`src/rtl/br_fifo_wr_arb.sv`:
```
// Write-port arbiter and credit controller for the 4x32 broadcast FIFO.
// Round-robin between two bursting requesters at burst boundaries, with a local occupancy count.
module br_fifo_wr_arb #(
  parameter int WIDTH = 32,
  parameter int DEPTH = 4,
  parameter int PTR   = 2
) (
  input  logic             clk,
  input  logic             aclr,
  input  logic             req0,
  input  logic [WIDTH-1:0] data0,
  input  logic             last0,
  output logic             ack0,
  input  logic             req1,
  input  logic [WIDTH-1:0] data1,
  input  logic             last1,
  output logic             ack1,
  output logic             fifo_wrreq,
  output logic [WIDTH-1:0] fifo_data,
  input  logic             fifo_wrfull,
  input  logic             fifo_rdreq,
  input  logic             fifo_rdempty,
  output logic [1:0]       grant,
  output logic [PTR:0]     used,
  output logic             ovf_err
);

  typedef enum logic [1:0] {
    IDLE  = 2'b00,
    BUSY0 = 2'b01,
    BUSY1 = 2'b10
  } state_t;

  localparam logic [PTR:0] FULL_CNT = (PTR+1)'(DEPTH);
  localparam logic [PTR:0] ONE_CNT  = (PTR+1)'(1);

  state_t           r_state;
  state_t           w_next;
  logic             r_rr;
  logic [PTR:0]     r_used;
  logic             r_wrreq;
  logic [WIDTH-1:0] r_data;
  logic             r_ovf;
  logic             w_room;
  logic             w_ack0;
  logic             w_ack1;
  logic             w_inc;
  logic             w_dec;

  assign w_room = (r_used < FULL_CNT);
  assign w_inc  = w_ack0 | w_ack1;
  assign w_dec  = fifo_rdreq & ~fifo_rdempty;

  // Next-state and acks; acks are masked during reset so no word is lost to an abandoned burst.
  always_comb begin
    w_next = r_state;
    w_ack0 = 1'b0;
    w_ack1 = 1'b0;
    case (r_state)
      IDLE: begin
        if (req0 && req1) begin
          w_next = r_rr ? BUSY1 : BUSY0;
        end else if (req0) begin
          w_next = BUSY0;
        end else if (req1) begin
          w_next = BUSY1;
        end else begin
          w_next = IDLE;
        end
      end
      BUSY0: begin
        w_ack0 = req0 & w_room & ~aclr;
        if (w_ack0 && last0) begin
          w_next = IDLE;
        end else begin
          w_next = BUSY0;
        end
      end
      BUSY1: begin
        w_ack1 = req1 & w_room & ~aclr;
        if (w_ack1 && last1) begin
          w_next = IDLE;
        end else begin
          w_next = BUSY1;
        end
      end
      default: begin
        w_next = IDLE;
      end
    endcase
  end

  // State, round-robin pointer and write-port registers.
  always_ff @(posedge clk) begin
    if (aclr) begin
      r_state <= IDLE;
      r_rr    <= 1'b0;
      r_wrreq <= 1'b0;
      r_data  <= '0;
    end else begin
      r_state <= w_next;
      if (w_ack0 && last0) begin
        r_rr <= 1'b1;
      end else if (w_ack1 && last1) begin
        r_rr <= 1'b0;
      end
      r_wrreq <= w_inc;
      if (w_ack0) begin
        r_data <= data0;
      end else if (w_ack1) begin
        r_data <= data1;
      end
    end
  end

  // Occupancy count: a simultaneous accept and read cancel; reads at zero are ignored.
  always_ff @(posedge clk) begin
    if (aclr) begin
      r_used <= '0;
    end else if (w_inc && !w_dec && w_room) begin
      r_used <= r_used + ONE_CNT;
    end else if (!w_inc && w_dec && (r_used != '0)) begin
      r_used <= r_used - ONE_CNT;
    end
  end

  // Sticky overflow monitor.
  always_ff @(posedge clk) begin
    if (aclr) begin
      r_ovf <= 1'b0;
    end else if (r_wrreq && fifo_wrfull) begin
      r_ovf <= 1'b1;
    end
  end

  assign ack0       = w_ack0;
  assign ack1       = w_ack1;
  assign fifo_wrreq = r_wrreq;
  assign fifo_data  = r_data;
  assign grant      = r_state;
  assign used       = r_used;
  assign ovf_err    = r_ovf;

endmodule
```
`config.mk`:
```
export PLATFORM = sky130hd
export DESIGN_NAME = br_fifo_wr_arb
export DESIGN_NICKNAME = d
export VERILOG_FILES = /design/src/rtl/br_fifo_wr_arb.sv
export SDC_FILE = /design/constraint.sdc
export NUM_CORES = 1
export LEC_CHECK = 0
export ABC_AREA = 1
export CAP_MARGIN = 20
export CORE_MARGIN = 2
export CORE_UTILIZATION = 39
export DETAILED_ROUTE_END_ITERATION = 10
export GPL_TIMING_DRIVEN = 1
export MAX_ROUTING_LAYER = met4
export PLACE_DENSITY = 0.91
export SLEW_MARGIN = 20
export SYNTH_ARGS = -nofsm -noshare
export SYNTH_HDL_FRONTEND = slang
export SYNTH_SLANG_ARGS = --single-unit
```
`constraint.sdc`:
```
create_clock -name clk -period 1.8 [get_ports clk]
set_input_delay 0.36 -clock clk [delete_from_list [all_inputs] [get_ports clk]]
set_output_delay 0.36 -clock clk [all_outputs]
set_load 0.03 [all_outputs]
```
# Yosys cells after proc, flatten, opt, wreduce, memory -nomap -nowiden
# Index checks and enable logic that the tools add are counted.
# classes
addsub	2
n_mul	0
div	0
order_cmp	1
n_eq_ne	2
n_shift	0
muxes	15
n_bitwise	8
reduce_logical	17
# op_table
cell	count
$mux W32	2
$logic_and A1 B1 Y1	10
$mux W2	5
$mux W3	2
$pmux W2 S3	1
$reduce_bool A2 Y1	3
$and A1 B1 Y1	5
$mux W1	5
$add A3 B1 Y3 const B	1
$lt A3 B3 Y1 const B	1
$reduce_bool A3 Y1	1
$sub A3 B1 Y3 const B	1
$eq A2 B1 Y1 const B	1
$eq A2 B2 Y1 const B	1
$logic_not A1 Y1	2
$logic_not A2 Y1	1
$not A1 Y1	2
$or A1 B1 Y1	1
# word_totals
ff_bits	40
latchBits	0
mem_bits_rw	0
rom_bits	0
in_bits	73
out_inout_bits	41
n_memories	0

# Longest topological paths before layout
# depth
word_depth	10
ltp_mapped	11
ltp_nobuf	11

# Worst setup path before layout
# Ideal clock, no wire load.
# synth_timing
path_type	reg-to-reg
startpoint	register r_state[1] (netlist: grant[1])
endpoint	register r_used[2] (netlist: used[2])
setup_time_ns	0.064
arrival_ns	1.812
required_ns	1.736
path_slack_ns	-0.076
stages_incl_launch_ff	12
n_path_buf	0
cell_sequence	dfxtp_1 -> inv_1 -> nor2_2 -> nand3_2 -> nand2_4 -> nand2_4 -> fa_1 -> inv_1 -> nand4_1 -> nand2_1 -> nor2_1 -> nor2_1
# synth_via
elab_chain_cells	7
# synth_lines
item	line_no	text
from (decl)	37	state_t r_state;
from (signal assigned)	101	r_state <= w_next;
$eq A2 B1 Y1 / $eq A2 B2 Y1 (equally long branches)	59	case (r_state)
$mux W1	59	
$or A1 B1 Y1 (*)	51	assign w_inc = w_ack0 | w_ack1;
$logic_not A1 Y1	122	end else if (!w_inc && w_dec && (r_used != '0)) begin
$logic_and A1 B1 Y1 (2 in a row)	122	
$reduce_bool A2 Y1 (no source line)	--	
to (signal assigned)	121	r_used <= r_used + ONE_CNT;
to (signal assigned)	123	r_used <= r_used - ONE_CNT;
to (decl)	40	logic [PTR:0] r_used;
# Every way passes the cells marked *; elsewhere a longest branch is shown, timed or not.
# A chain may end at the register's enable or synchronous reset.

# Worst setup path after layout
# layout_timing
startpoint	register r_used[2] (netlist: used[2])
endpoint	output port used[2]
# layout_rtl
item	line_no	text
to (decl)	24	output logic [PTR:0] used,
# No word-level cell between the ends.

==> flow_summary.toml <==
[run_status]
outcome = "completed"

[clocking]
clk_pin_slew_ps = 80
clk_latency_ps = 280
cts_setup_buffers = 0
root_buffer = "clkbuf_8"
cts_buffer_depth = 2
cts_tree = "done"
cts_buffers = 5
cts_sinks = 40
htree_levels = 2
holdBufCountCts = 0

[global_routing]
grt.overflow.total = 0
antenna_found_initial = 0
grt_pass1_vias = 2353
grt_use_total_pct = 20.7
globalRoute.busiestLayer = "met2"
met2_usage_pct = 38.7
met1_usage_pct = 22.1
use_met3_pct = 4.53
grt_max_degree = 36
grt_pass1_wl_um = 10100

[detailed_routing]
drc_errors = 0
antenna_left = 0
drt_iter0_drc = 121
wirelength_um = 6180
via_per_inst = 4.72
num_vias = 2346
wire_per_inst_um = 12.4
first_pass_iters = 4

[floorplanning]
design.core.area_um2 = 5170
die-area_um2 = 6050
die_y_um = 77.8
core.rowCount = 26
dieWidth_um = 77.8
io_pins = 114
initial_utilization_pct = 41.0

[synth]
syn_inst = 307
ys_types = 25
synth_area_um2 = 2120
syn_nets = 381
ys.warnings.count = 0
synth_area_per_cell_um2 = 6.92
seq_area_frac_synth_pct = 37.7
ys_ff_latch = 40

[setup_path]
crit_required_ps = 1440
crit_buf_inv = 1
r2r_start = "grant[1]"
r2r_slack_ps = 130
cp_top_family = "buffers and inverters"
reg2reg_depth = 11
slowest_delay_ps = 700
path_class = "reg -> out"
crit_path_end_kind = "primary output"
crit_slowest_cell = "clkdlybuf4s50_1"
reg2reg_to = "used[2]"
worstPathCellList = "clkdlybuf4s50_1"
start_kind = "flop"
worstPathArrival_ps = 1400
crit_path_max_fanout = 3

[cells_and_area]
syn2layout_area_growth_pct = 61.4
multi_input_comb_area_um2 = 1150
nFillCells = 455
final-seq-area_um2 = 803
drive_gt1_share_pct = 16.6
final_cell_mix = "154 x nand2_1, 106 x clkdlybuf4s50_1, 38 x dfxtp_1"
layout.nets = 500
n_antenna_cell = 0
final_common_cell = "nand2_1"

[sta]
worst_slew_pin_slew_ps = 673
setup_tns_ps = 0
setup_viol_count_final = 0
hold_viol = 0
finalMaxSlewViolations = 0
layout_min_cycle_time_ps = 1760
rsz0062_at_grt = "true"
fmax_ghz = 0.568
fin_skew_ps = 5.63
hold-worst-slack_ps = 378
period_share_pct = 97.8
relSlewSlack_pct = 55.1

[placement]
hpwl_um = 4560
io_buffers = 113
globalplace.congestion = 0.823

[job]
max_cap_viol_count = 0

[pwr]
p_total_mw = 2.18
peakVddDrop_mv = 0.481
power_density_nw_per_um2 = 637
p_leak_nw = 1.42

[hold_path]
whs_endpoint = "grant[0]"
worstHoldStart = "aclr"
holdCritPathClass = "in -> reg"
min_path_cells = 2
## per-stage QoR
stage,cell area [µm²],utilization [%],worst slack [ps],instances
after floorplan,2130,-,67.1,307
after global placement,3310,64.1,-290,488
after detailed placement,3310,64.1,-386,488
after CTS,3420,66.0,31.9,496
after global routing,3430,66.3,-8.07,497
final,3430,66.3,38.9,497
## flip-flops by register name (all words and copies together) (netlist names)
name,flops
fifo_data,32
used,3
grant,2
fifo_wrreq,1
ovf_err,1
r_rr,1
## cell type report
type / count / share of cell area (%)
clock buffer: 5 / 2.01
clock inverter: 3 / 0.548
sequential: 40 / 23.4
tap: 70 / 2.56
inverter: 14 / 1.61
timing repair buffer: 127 / 36.3
multi-input combinational: 238 / 33.5
## worst max-delay path by stage
stage / from / end / slack, ps / cells past startpoint
5_1_grt: used[2] / used[2] / -8 / 1
2_1_floorplan: grant[1] / used[2] / 70 / 11
6_report: used[2] / used[2] / 40 / 1
4_1_cts: used[1] / used[1] / 30 / 1
3_3_place_gp: req1 / used[2] / -290 / 10
3_5_place_dp: req1 / used[2] / -390 / 10
## synthesized netlist by cell type
| library cell | number | area share, % |
|---|---|---|
| buf_6 | 3 | 1.6 |
| nand3_1 | 5 | 1.2 |
| inv_2 | 4 | 0.71 |
| a21oi_2 | 10 | 4.1 |
| nand4_1 | 2 | 0.59 |
| dfxtp_1 | 40 | 38 |
| o21ai_0 | 2 | 0.47 |
| nor2_1 | 7 | 1.2 |
| nor2_2 | 2 | 0.59 |
| nand3_4 | 1 | 0.83 |
| a21oi_1 | 28 | 6.6 |
| fa_1 | 1 | 0.94 |
| o211ai_1 | 2 | 0.71 |
| buf_12 | 2 | 1.9 |
| buf_2 | 6 | 1.4 |
| inv_1 | 10 | 1.8 |
| nand2_4 | 2 | 1.1 |
| nand2_1 | 155 | 27 |
| nor2_8 | 1 | 0.94 |
| nor2_4 | 3 | 1.6 |
| nand3_2 | 2 | 0.94 |
| buf_4 | 1 | 0.35 |
| clkbuf_1 | 3 | 0.53 |
| nand2_2 | 14 | 4.1 |
| buf_8 | 1 | 0.71 |
## repair_timing
item                       in CTS  in global routing
pin swaps                       4                  1
setup endpoints to repair      34                  4
gates cloned                    0                  1
gates resized for setup        10                  2
## cells by family after synthesis
kind of cell    count (synthesis)  synth area share (%)
simple gates                  194                  40.5
compound gates                 42                  11.9
flops                          40                  37.7
buf+inv                        30                  8.96
fa+ha+maj                       1                 0.943
## report_power, final
group | total [mW] | switching, mW | internal [mW]
clock | 0.580 | 0.310 | 0.270
combinational | 0.641 | 0.328 | 0.313
sequential | 0.963 | 0.0325 | 0.930
total | 2.18 | 0.670 | 1.51
## routing by layer
layer / vias to the layer above / wire (µm)
li1: 1189 / -
met1: 1075 / 2530
met2: 77 / 3260
met3: 5 / 367
met4: 0 / 28
met5: - / 0
(Power assumes the default switching activity.)
